--- config.mk ---
export PLATFORM = sky130hd
export DESIGN_NAME = csr_rw_unit
export DESIGN_NICKNAME = d
export VERILOG_FILES = /design/src/rtl/csr_pkg.sv /design/src/rtl/csr_counter64.sv /design/src/rtl/csr_rw_unit.sv
export SDC_FILE = /design/constraint.sdc
export NUM_CORES = 1
export LEC_CHECK = 0
export CELL_PAD_IN_SITES_DETAIL_PLACEMENT = 0
export CELL_PAD_IN_SITES_GLOBAL_PLACEMENT = 2
export CORE_ASPECT_RATIO = 2
export CORE_UTILIZATION = 32
export DETAILED_ROUTE_END_ITERATION = 7
export PLACE_DENSITY = 0.87
export SYNTH_ARGS = -nofsm -noshare
export SYNTH_HDL_FRONTEND = slang
export SYNTH_SLANG_ARGS = --single-unit
--- constraint.sdc ---
create_clock -name clk -period 8.98 [get_ports clk]
set_input_delay 1.796 -clock clk [delete_from_list [all_inputs] [get_ports clk]]
set_output_delay 1.796 -clock clk [all_outputs]
set_load 0.05 [all_outputs]
--- src/rtl/csr_pkg.sv ---
// Shared definitions for the machine-mode CSR write unit: operation
// encoding, CSR address map and mcountinhibit bit positions.
package csr_pkg;

    typedef enum logic [1:0] {
        CSR_OP_NONE = 2'b00,
        CSR_OP_RW   = 2'b01,
        CSR_OP_RS   = 2'b10,
        CSR_OP_RC   = 2'b11
    } csr_op_e;

    // Writable machine-mode counters (B range) and their read-only
    // user-mode shadows (C range).
    localparam logic [11:0] CSR_MCYCLE        = 12'hB00;
    localparam logic [11:0] CSR_MCYCLEH       = 12'hB80;
    localparam logic [11:0] CSR_MINSTRET      = 12'hB02;
    localparam logic [11:0] CSR_MINSTRETH     = 12'hB82;
    localparam logic [11:0] CSR_CYCLE         = 12'hC00;
    localparam logic [11:0] CSR_CYCLEH        = 12'hC80;
    localparam logic [11:0] CSR_INSTRET       = 12'hC02;
    localparam logic [11:0] CSR_INSTRETH      = 12'hC82;
    localparam logic [11:0] CSR_MSCRATCH      = 12'h340;
    localparam logic [11:0] CSR_MCOUNTINHIBIT = 12'h320;

    // mcountinhibit bit positions; only these bits are implemented.
    localparam int CNT_INH_CY = 0;
    localparam int CNT_INH_IR = 2;
    localparam logic [31:0] MCOUNTINHIBIT_MASK =
        (32'd1 << CNT_INH_CY) | (32'd1 << CNT_INH_IR);

endpackage

--- src/rtl/csr_counter64.sv ---
// 64-bit counter with independent 32-bit half loads. A load of either half
// takes priority over incrementing, and the untouched half keeps its value.
import csr_pkg::*;

module csr_counter64 (
    input  logic        clk,
    input  logic        rst,
    input  logic        inc_en,
    input  logic        lo_we,
    input  logic        hi_we,
    input  logic [31:0] wdata,
    output logic [63:0] count
);

    logic [63:0] count_q;
    logic [63:0] count_d;

    // Next count: half loads suppress the increment for the whole counter.
    always_comb begin
        count_d = count_q;
        if (lo_we || hi_we) begin
            if (lo_we) count_d[31:0]  = wdata;
            if (hi_we) count_d[63:32] = wdata;
        end else if (inc_en) begin
            count_d = count_q + 64'd1;
        end
    end

    // Counter register with synchronous reset to zero.
    always_ff @(posedge clk) begin
        if (rst) count_q <= '0;
        else     count_q <= count_d;
    end

    assign count = count_q;

endmodule

--- src/rtl/csr_rw_unit.sv ---
// WB-stage CSR unit owning mcycle, minstret and mscratch. Returns the old CSR
// value combinationally and performs CSRRW/CSRRS/CSRRC writes on the edge.
// Defining CSR_INHIBIT_EN adds mcountinhibit (0x320, CY and IR bits).
import csr_pkg::*;

module csr_rw_unit #(
    parameter int          CYCLE_RD_OFFSET = 4,
    parameter logic [31:0] MSCRATCH_RST    = 32'h0
) (
    input  logic        clk,
    input  logic        rst,
    input  logic        IM_stall,
    input  logic        DM_stall,
    input  logic        valid_inst,
    input  logic        csr_en,
    input  logic [1:0]  csr_op,
    input  logic [11:0] csr_addr,
    input  logic [31:0] csr_wdata,
    input  logic        rs1_zero,
    output logic [31:0] csr_rdata,
    output logic        csr_illegal
);

    csr_op_e     op;
    logic [63:0] mcycle;
    logic [63:0] minstret;
    logic [31:0] mscratch_q;
    logic [31:0] mscratch_d;
    logic        addr_known;
    logic        addr_is_c;
    logic [31:0] old_val;
    logic [31:0] new_val;
    logic        stalled;
    logic        write_req;
    logic        we;
    logic        inh_cy;
    logic        inh_ir;
    logic [31:0] mcountinhibit_val;

    assign op      = csr_op_e'(csr_op);
    assign stalled = IM_stall | DM_stall;

`ifdef CSR_INHIBIT_EN
    logic [31:0] mcountinhibit_q;
    logic [31:0] mcountinhibit_d;

    // Only the CY and IR bits are stored; others always read as zero.
    always_comb begin
        mcountinhibit_d = mcountinhibit_q;
        if (we && csr_addr == CSR_MCOUNTINHIBIT)
            mcountinhibit_d = new_val & MCOUNTINHIBIT_MASK;
    end

    // mcountinhibit register; a write affects increments from the next cycle.
    always_ff @(posedge clk) begin
        if (rst) mcountinhibit_q <= '0;
        else     mcountinhibit_q <= mcountinhibit_d;
    end

    assign mcountinhibit_val = mcountinhibit_q;
`else
    assign mcountinhibit_val = '0;
`endif

    assign inh_cy = mcountinhibit_val[CNT_INH_CY];
    assign inh_ir = mcountinhibit_val[CNT_INH_IR];

    // Address decode: select the raw (pre-update) value of the addressed CSR.
    always_comb begin
        addr_known = 1'b1;
        old_val    = '0;
        case (csr_addr)
            CSR_MCYCLE,   CSR_CYCLE:    old_val = mcycle[31:0];
            CSR_MCYCLEH,  CSR_CYCLEH:   old_val = mcycle[63:32];
            CSR_MINSTRET, CSR_INSTRET:  old_val = minstret[31:0];
            CSR_MINSTRETH, CSR_INSTRETH: old_val = minstret[63:32];
            CSR_MSCRATCH:               old_val = mscratch_q;
`ifdef CSR_INHIBIT_EN
            CSR_MCOUNTINHIBIT:          old_val = mcountinhibit_val;
`endif
            default:                    addr_known = 1'b0;
        endcase
    end

    assign addr_is_c = (csr_addr[11:8] == 4'hC);

    // A write is attempted only for real set/clear/swap ops outside stalls;
    // RS/RC with a zero source are pure reads.
    assign write_req = csr_en && !stalled && (op != CSR_OP_NONE) &&
                       ((op == CSR_OP_RW) || !rs1_zero);

    assign csr_illegal = csr_en && (!addr_known || (addr_is_c && write_req));
    assign we          = write_req && !csr_illegal;

    // Cycle reads are compensated for WB latency; writes use the raw value.
    assign csr_rdata = (csr_addr == CSR_MCYCLE || csr_addr == CSR_CYCLE) ?
                       (old_val - 32'(CYCLE_RD_OFFSET)) : old_val;

    // Value to be written, derived from the raw old value.
    always_comb begin
        new_val = csr_wdata;
        case (op)
            CSR_OP_RS: new_val = old_val | csr_wdata;
            CSR_OP_RC: new_val = old_val & ~csr_wdata;
            default:   new_val = csr_wdata;
        endcase
    end

    csr_counter64 u_mcycle (
        .clk    (clk),
        .rst    (rst),
        .inc_en (!inh_cy),
        .lo_we  (we && csr_addr == CSR_MCYCLE),
        .hi_we  (we && csr_addr == CSR_MCYCLEH),
        .wdata  (new_val),
        .count  (mcycle)
    );

    csr_counter64 u_minstret (
        .clk    (clk),
        .rst    (rst),
        .inc_en (valid_inst && !stalled && !inh_ir),
        .lo_we  (we && csr_addr == CSR_MINSTRET),
        .hi_we  (we && csr_addr == CSR_MINSTRETH),
        .wdata  (new_val),
        .count  (minstret)
    );

    // mscratch next value: loaded only on a committed write to 0x340.
    always_comb begin
        mscratch_d = mscratch_q;
        if (we && csr_addr == CSR_MSCRATCH) mscratch_d = new_val;
    end

    // mscratch register with parameterised reset value.
    always_ff @(posedge clk) begin
        if (rst) mscratch_q <= MSCRATCH_RST;
        else     mscratch_q <= mscratch_d;
    end

endmodule
After elaboration in Yosys (flattened, before gate mapping)
Cells that the tools add are included.

word-level totals
  register bits = 160
  output and inout bits = 33

cells by class
  add/subtract/negate cells = 3
  eq/ne operators = 17
  muxes and demuxes = 11
  bitwise gates (word level) = 4
  reduce and logical (&&, ||, !) cells = 30

operators with widths
  cell                                                   count
  2-to-1 mux 64 bit                                      3
  2-to-1 mux 32 bit                                      5
  case mux 32 bit (5 select lines)                       1
  adder 64 x 1 -> 64 bit, second input constant          2
  equality test 12 bit, second input constant            8
  case mux 32 bit (2 select lines)                       1
  bitwise AND 32 bit                                     1
  inverter 32 bit                                        1
  OR 32 bit                                              1
  subtractor 32 x 3 -> 32 bit, second input constant     1
  equality test 12 x 10 -> 1 bit, second input constant  1
  logical AND 1 bit                                      12
  OR reduction 9 bit                                     1
  inequality test 2 x 1 -> 1 bit, second input constant  4
  OR reduction 2 bit                                     4
  logical OR 1 bit                                       5
  equality test 2 bit, second input constant             2
  equality test 4 bit, second input constant             1
  zero test 1 bit                                        4
  AND reduction 2 bit                                    2
  nonzero test 2 bit                                     2
  equality test 2 x 1 -> 1 bit, second input constant    1
  2-to-1 mux 1 bit                                       1
  OR 1 bit                                               1

Longest topological paths before layout
Gate-level depths: netlist of the first run.

  depth after elaboration = 14
  mapped depth = 13

By module
From an unflattened synthesis of the first run, not the netlist that was laid out.

unflattened totals
  cells, all modules = 1587
  area, all modules = 11840.1 um^2

modules (own cells, without submodules)
  module                       instances  cells each  area an instance (um^2)  sequential area each (um^2)
  csr_counter64 at u_minstret  1          545         4192.8                   1281.2
  csr_counter64 at u_mcycle    1          529         3931.3                   1281.2
  csr_rw_unit                  1          513         3716.1                   640.6

Least setup slack after synthesis of the first run
No wires, ideal clock.

  path kind = input-to-output
  start = in csr_addr[9]
  end = out csr_rdata[28]
  data arrival time = 4.725 ns
  required time = 7.184 ns
  setup slack = 2.459 ns
  cell stages on the path = 11
  path buffers = 2
  cell sequence = and3b_1 > buf_2 > o211ai_1 > buf_2 > nor2_1 > a221oi_1 > ha_1 > nand2_1 > nor4_4 > nand4_1 > xnor2_1

between the ends
  longest elaborated chain between the ends = 5
  elaborated cells on any way between the ends = 17
  classes of those cells = 1 x add/sub; 9 x eq/ne; 2 x mux; 5 x reduce/logical

RTL lines
  what                                     line                                  text
  from (decl)                              csr_rw_unit.sv:17                     input logic [11:0] csr_addr,
  equality test 12 bit (on tied branches)  csr_rw_unit.sv:72, csr_rw_unit.sv:96
  OR reduction 2 bit (on tied branches)    n/a
  case mux 32 bit (5 select lines)         csr_rw_unit.sv:72                     case (csr_addr)
  subtractor 32 x 3 -> 32 bit              csr_rw_unit.sv:97                     (old_val - 32'(CYCLE_RD_OFFSET)) : old_val;
  2-to-1 mux 32 bit *                      csr_rw_unit.sv:96                     assign csr_rdata = (csr_addr == CSR_MCYCLE || csr_addr == CSR_CYCLE) ?
  to (decl)                                csr_rw_unit.sv:20                     output logic [31:0] csr_rdata,

Mark *: on every way between the ends. The rest lies on a longest branch, timed or not.

Worst setup path after layout of the first run
  start = in csr_addr[9]
  end = out csr_rdata[17]

The elaborated chain is that of the path after synthesis.

==> key figures, run 1 <==
Yosys
  • Synth Area in Adders: 0.00324
  • Mapped Nets: between 1500 and 2000
  • Ys Warns: 0
  • Post-Syn Instances: about 1600
  • Yosys top cell by area: dfxtp_1
  • Post-synth top flop: dfxtp_1
  • Synth top area cells: dfxtp_1, a21oi_1, nand2_1
  • Post-synth EDFFs: 0
  • Count leader, synth: nand2_1
  • Register area share after synthesis: 0.276
  • Most common library cells after synthesis: nand2_1, a21oi_1, dfxtp_1
  • Synthesized area: between 10000 and 15000 sq um
  • Area fraction of the dominant cell type after synthesis: 0.276
  • Async SR Flop Fraction: 0
  • Mux cell area share after synthesis: 0.0260
  • Area share of and/or/nand/nor cells after synthesis: 0.313
  • XOR/XNOR Fraction of Synth Area: 0.0280
  • Synthesized flop and latch total: between 150 and 200
  • Synth Area in Compound Gates: 0.299
  • Yosys cell types: 88
  • Syn avg cell area: just over 7 sq um
  • Largest family of logic cells by synthesized area: simple AND/OR/NAND/NOR gates

STA
  • Fin Hold WS: ~0.46 ns
  • TNS Setup: 0 ns
  • Hold Fails Final Rpt: 0
  • Final setup viols: 0
  • Maximum clock frequency: roughly 0.13 GHz
  • Final count of pins violating max slew: 6
  • Clk_skew: approximately 0.011 ns
  • RSZ-0062 raised after global routing: false
  • Fin crit share: 0.874
  • Max_slew headroom: -0.0331
  • Worst Max-Slew Pin Slew: 1.54 ns
  • Final min period: ~7.8 ns

Worst setup path
  • Worst reg2reg path startpoint: u_minstret.count[0]
  • Worst EP required: between 7 and 8 ns
  • Crit path to: csr_rdata[17]
  • Critical-path cell list: clkdlybuf4s50_1 -> nor3b_2 -> o21ai_0 -> nor3_1 -> nor3b_1 -> nand4_1 -> nor2_1 -> buf_4 -> nand2_1 -> xnor2_1 -> clkdlybuf4s50_1
  • Setup crit start kind: primary input
  • Setup CP Type: in -> out
  • CP max-delay cell: clkdlybuf4s50_1
  • Critical Path Fanout Max: 15
  • Worst Path Arrival: about 6.1 ns
  • Reg2reg end: u_minstret.count[54]
  • CP max stage delay: a little over 0.8 ns
  • Most frequent CP cell: clkdlybuf4s50_1
  • Cells on worst reg2reg path: 9
  • Crit path launch: csr_addr[9]
  • R2R Setup Slk: 5.53 ns
  • CP Capture Type: output pin

Cells and area
  • Synth-to-Final Area Change: 15.4%
  • Final instance area: 13400 sq um
  • Final #Nets: roughly 1700
  • Final core occ: 0.375
  • Share of cells above drive strength 1: 0.0928
  • Fill cell count: around 3800

Die
  • Die width: around 140 microns
  • Boundary Pins: 86
  • Initial Util: 0.325
  • Rows: slightly below 100
  • DIE HEIGHT: around 270 microns
  • Total die area: roughly 37000 sq um
  • Core Region: 35700 sq um

Clock network
  • Root Buffer: clkbuf_16
  • Clock sink total: 160
  • Num CTS Buffers: 17
  • Later-pin clock latency in the skew report: around 0.47 ns
  • CTS tree: built
  • Worst-path clk slew: roughly 0.07 ns
  • Post-CTS Resized: 0
  • Hold Buf Count CTS: 0
  • Max H-tree Level: 4
  • Setup Buffers After CTS: 0
  • Longest Clk Path Bufs: 2

Routing
  • Drt total wl: slightly below 60000 microns
  • # DRC: 0
  • Post-DRT Antenna Nets: 0
  • DRT Pass-1 Iters: 7
  • Via/cell ratio: about 6.4
  • Vias after detailed routing: roughly 14000
  • Starting DRC count in detailed routing: around 1500
  • WL/cell: between 20 and 30 microns

Worst hold path
  • Worst min path class: reg -> reg

Power and ir drop
  • Pwr dens: 122 nW/um^2
  • Total power: between 1.5 and 2 mW
  • VDD IR max: ~0.14 mV
  • Leakage: around 4.1 nW

Outcome
  • Violated checks: max-capacitance violations, max-slew violations
  • Outcome: finished, violations left

Placed design
  • DP Area: about 13000 sq um
  • Routability cong.: approximately 0.94
  • Buffers on Ports: 85
  • Dpl hpwl: about 43000 microns

Global route
  • GRT Resource Usage Total: 0.314
  • Largest net degree at the start of global routing: 80
  • Initial antenna violation count: 1
  • First-pass GRT wire length: 84300 microns
  • Vias in the first global route: roughly 13000
  • GR Overflow Total: 0

Flow run
  • Max_cap viols: 1
-- sequential cells by signal (all words and copies together), names as in the netlist --
register / cells
u_mcycle.count: 64
u_minstret.count: 64
mscratch_q: 32
-- where the power goes --
part           internal [mW]  leakage [nW]  total, mW  switching (mW)
Sequential             0.712          1.29      0.717         0.00527
Clock                  0.425         0.291      0.768           0.342
Combinational         0.0446          2.50      0.144          0.0994
Total                   1.18          4.08       1.63           0.447
-- worst max-delay path, delay by kind of cell --
| family | cells | cell delay [ns] |
|---|---|---|
| AND/OR/NAND/NOR | 6 | 2.33 |
| buffers and inverters | 3 | 1.48 |
| AO/OA/AOI/OAI | 1 | 0.27 |
| XOR/XNOR | 1 | 0.17 |
-- layout make-up --
type	count	area [sq um]	area share
diodes	1	2.50	0.000187
clock buffers	20	457	0.0341
clock inverters	12	131	0.00982
inverters	21	78.8	0.00589
multi-input cells	1315	7800	0.583
flip-flops and latches	160	3200	0.239
well taps	450	563	0.0421
repair buffers	131	1140	0.0855
-- routing by layer --
metal  global-route usage  vias to the layer above  wire, microns
met5                    0                        -              0
met4                0.229                        0           4540
met3               0.0356                      202           3160
met2                0.565                      725          30000
met1                0.330                     6507          20000
li1                     -                     6131              -
-- placed cells by master, fill, tap and decap left out, drive strengths merged, types with 6 or more instances in the layout --
cell type	count
or3	21
o31ai	24
nor4	34
clkinv	6
nand2b	10
a31oi	58
buf	66
o211ai	14
a22o	9
clkdlybuf4s50	65
o2bb2ai	16
and2	20
nand3	85
a32oi	10
nor3	73
o21a	6
clkbuf	20
mux2	9
a22oi	43
xnor2	18
nand4	35
dfxtp	160
nor3b	10
o21ai	105
o22ai	6
nor2b	6
and3	26
mux2i	20
or2	6
and4	10
xor2	19
a21oi	163
inv	24
nand2	201
a211oi	16
o2111ai	6
a21o	10
a221oi	12
nor2	151
-- cell families after synthesis --
family,after synthesis
compound gates,537
xor+xnor,37
fa+ha+maj,3
buf+inv,151
flops,160
mux,29
simple gates,709
-- per-stage QoR --
stage,worst slack (ns),cells
after CTS,1.20,2109
after global placement,1.31,2077
final,1.13,2110
after floorplan,2.46,1626
after global routing,0.864,2110
after detailed placement,1.22,2077
-- worst min path at each step --
| stage | slack [ns] | to | depth (start not counted) | startpoint |
|---|---|---|---|---|
| floorplan | 0.44 | mscratch_q[3] | 2 | mscratch_q[3] |
| global placement | 0.46 | mscratch_q[3] | 2 | mscratch_q[3] |
| detailed placement | 0.46 | mscratch_q[3] | 2 | mscratch_q[3] |
| CTS | 0.46 | mscratch_q[3] | 2 | mscratch_q[3] |
| global route | 0.48 | mscratch_q[3] | 2 | mscratch_q[3] |
| finish | 0.46 | mscratch_q[3] | 2 | mscratch_q[3] |
Power figures use the tool's default switching activity.
==> run 2, diff against run 1 <==
--- a/config.mk
+++ b/config.mk
@@ -5,9 +5,11 @@
 export SDC_FILE = /design/constraint.sdc
 export NUM_CORES = 1
 export LEC_CHECK = 0
+export CAP_MARGIN = 20
 export CELL_PAD_IN_SITES_DETAIL_PLACEMENT = 0
 export CELL_PAD_IN_SITES_GLOBAL_PLACEMENT = 2
 export CORE_ASPECT_RATIO = 2
+export CORE_MARGIN = 2
 export CORE_UTILIZATION = 32
 export DETAILED_ROUTE_END_ITERATION = 7
 export PLACE_DENSITY = 0.87
==> run 2 against run 1 <==
Compared with the run above: the run now ends clean; non-clock buffer count fell by 2; cell count is 0.14% lower; worst hold slack worse by 0.0037 ns; via count barely moved; global-route usage down 1.7 points; fmax decreased by 2.0%; combinational power about the same; highest routed layer unchanged; largest power group unchanged; first-iteration DRC count down 7.7%; critical endpoint unchanged; routed wire length about the same.
==> key figures, run 2 (synthesized netlist as in run 1, its figures left out) <==
Clock network
  • Later-pin clock latency in the skew report: 0.47 ns
  • Max H-tree Level: 4
  • Hold Buf Count CTS: 0
  • Longest Clk Path Bufs: 2
  • Root Buffer: clkbuf_16
  • CTS tree: built
  • Worst-path clk slew: ~0.06 ns
  • Clock sink total: 160
  • Num CTS Buffers: 17
  • Setup Buffers After CTS: 0
  • Post-CTS Resized: 0

Cells and area
  • Final #Nets: 1700
  • Final std cells w/o fill: around 2100
  • Final instance area: roughly 13000 sq um
  • Antenna cells: 0
  • Most frequent cells in the layout: nand2_1, a21oi_1, dfxtp_1
  • Synth-to-Final Area Change: 15.3%
  • Share of cells above drive strength 1: 0.0935
  • Commonest non-fill, non-tap cell in the layout: nand2_1
  • Fill cell count: approximately 3800

Global route
  • Vias in the first global route: about 13000
  • GRT Resource Usage Total: 0.297
  • First-pass GRT wire length: 84300 microns
  • Initial antenna violation count: 0
  • Largest net degree at the start of global routing: 80
  • GR Overflow Total: 0

Flow run
  • Max_cap viols: 0

Worst setup path
  • Worst EP required: 7.18 ns
  • Cells on worst reg2reg path: 9
  • Setup crit start kind: primary input
  • Setup CP Type: in -> out
  • Worst Path Arrival: approximately 6.2 ns
  • Critical-path cell list: clkdlybuf4s50_1 -> nor3b_2 -> o21ai_0 -> nor3_1 -> nor3b_1 -> nand4_1 -> nor2_1 -> buf_4 -> nand2_1 -> xnor2_1 -> clkdlybuf4s50_1
  • CP bufs+invs: 3
  • Reg2reg end: u_minstret.count[54]
  • R2R Setup Slk: 5.50 ns
  • CP Capture Type: output pin
  • CP max stage delay: about 0.83 ns
  • Critical Path Fanout Max: 15
  • Worst reg2reg path startpoint: u_minstret.count[0]
  • CP delay by family, top: simple AND/OR/NAND/NOR gates
  • CP max-delay cell: clkdlybuf4s50_1
  • Most frequent CP cell: clkdlybuf4s50_1

Die
  • Boundary Pins: 86
  • Total die area: around 38000 sq um
  • Initial Util: 0.325
  • Rows: ~100
  • DIE HEIGHT: around 270 microns
  • Core Region: about 36000 sq um
  • Die width: 139 microns

Placed design
  • Dpl hpwl: between 40000 and 50000 microns
  • Buffers on Ports: 85
  • DP Area: between 10000 and 15000 sq um
  • Pre-CTS worst setup slack: approximately 1.2 ns
  • Routability cong.: roughly 1
  • Placed Cells: between 2000 and 2500

STA
  • Worst Max-Slew Pin Slew: around 1.3 ns
  • Fin Hold WS: between 0.4 and 0.5 ns
  • TNS Setup: 0 ns
  • Final min period: 8.01 ns
  • Final count of pins violating max slew: 0
  • Final setup viols: 0
  • Maximum clock frequency: between 0.1 and 0.15 GHz
  • RSZ-0062 raised after global routing: false
  • Max_slew headroom: 0.157
  • Setup WS post-layout: about 0.97 ns
  • Hold Fails Final Rpt: 0
  • Fin crit share: 0.892
  • Clk_skew: between 0.01 and 0.015 ns

Routing
  • Starting DRC count in detailed routing: approximately 1300
  • # DRC: 0
  • WL/cell: around 27 microns
  • Drt total wl: 57700 microns
  • Vias after detailed routing: about 14000
  • Via/cell ratio: approximately 6.4
  • Post-DRT Antenna Nets: 0
  • DRT Pass-1 Iters: 7

Worst hold path
  • Worst hold stages: 2
  • Hold path start: mscratch_q[7]
  • Worst min path class: reg -> reg
  • Hold Path End: mscratch_q[7]

Power and ir drop
  • Leakage: approximately 4.1 nW
  • VDD IR max: approximately 0.12 mV
  • Pwr dens: 121 nW/um^2

Outcome
  • Outcome: finished clean
==> run 2: cell count changes in the layout (fill, tap and decap cells not counted), sizes merged <==
cell | previous run | this run
buf | 66 | 64
bufinv | 2 | 1
clkbuf | 20 | 19
clkinvlp | 1 | 2
diode | 1 | 0
inv | 24 | 25
==> run 2: metrics by stage <==
step | utilization | power, mW
global route | 0.375 | 1.65
CTS | 0.375 | 1.61
global placement | 0.358 | 0.872
detailed placement | 0.358 | 0.873
finish | 0.375 | 1.61
floorplan | - | 0.794
==> run 2: how the worst max path moves through the flow <==
| stage | startpoint | endpoint | cells past startpoint |
|---|---|---|---|
| floorplan | csr_addr[9] | csr_rdata[28] | 11 |
| global placement | csr_addr[0] | csr_rdata[17] | 12 |
| detailed placement | csr_addr[10] | csr_rdata[17] | 11 |
| CTS | csr_addr[10] | csr_rdata[17] | 11 |
| global route | csr_addr[10] | csr_rdata[17] | 11 |
| finish | csr_addr[10] | csr_rdata[17] | 11 |
==> run 2: area by class of cell <==
type,count,area (sq um),area share
Clock inverter,13,128,0.00955
Sequential cell,160,3200,0.240
Timing Repair Buffer,129,1130,0.0844
Inverter,21,78.8,0.00590
Multi-Input combinational cell,1315,7810,0.584
Clock buffer,19,453,0.0339
Tap cell,450,563,0.0421
==> run 2: metal layers <==
layer	up-vias	track usage	share of wire
met2	671	0.551	0.52
met4	0	0.219	0.083
li1	6136	-	-
met5	-	0	0
met3	223	0.0400	0.056
met1	6532	0.302	0.34
==> run 2: power by group <==
part | leakage [nW] | total, mW | switching [mW] | internal (mW)
sequential | 1.29 | 0.717 | 0.00560 | 0.712
combinational | 2.49 | 0.143 | 0.0986 | 0.0446
clock | 0.282 | 0.750 | 0.349 | 0.401
total | 4.06 | 1.61 | 0.453 | 1.16
==> run 2: worst register-to-register path: stages, from the launching register on <==
cell and delay (ns):
dfxtp_1 0.48, ha_1 0.26, nand3_2 0.14, or3_4 0.48, or4_4 0.59, nor3_2 0.52, and2_1 0.48, a21o_1 0.19
a21oi_1 0.06, a211oi_1 0.21
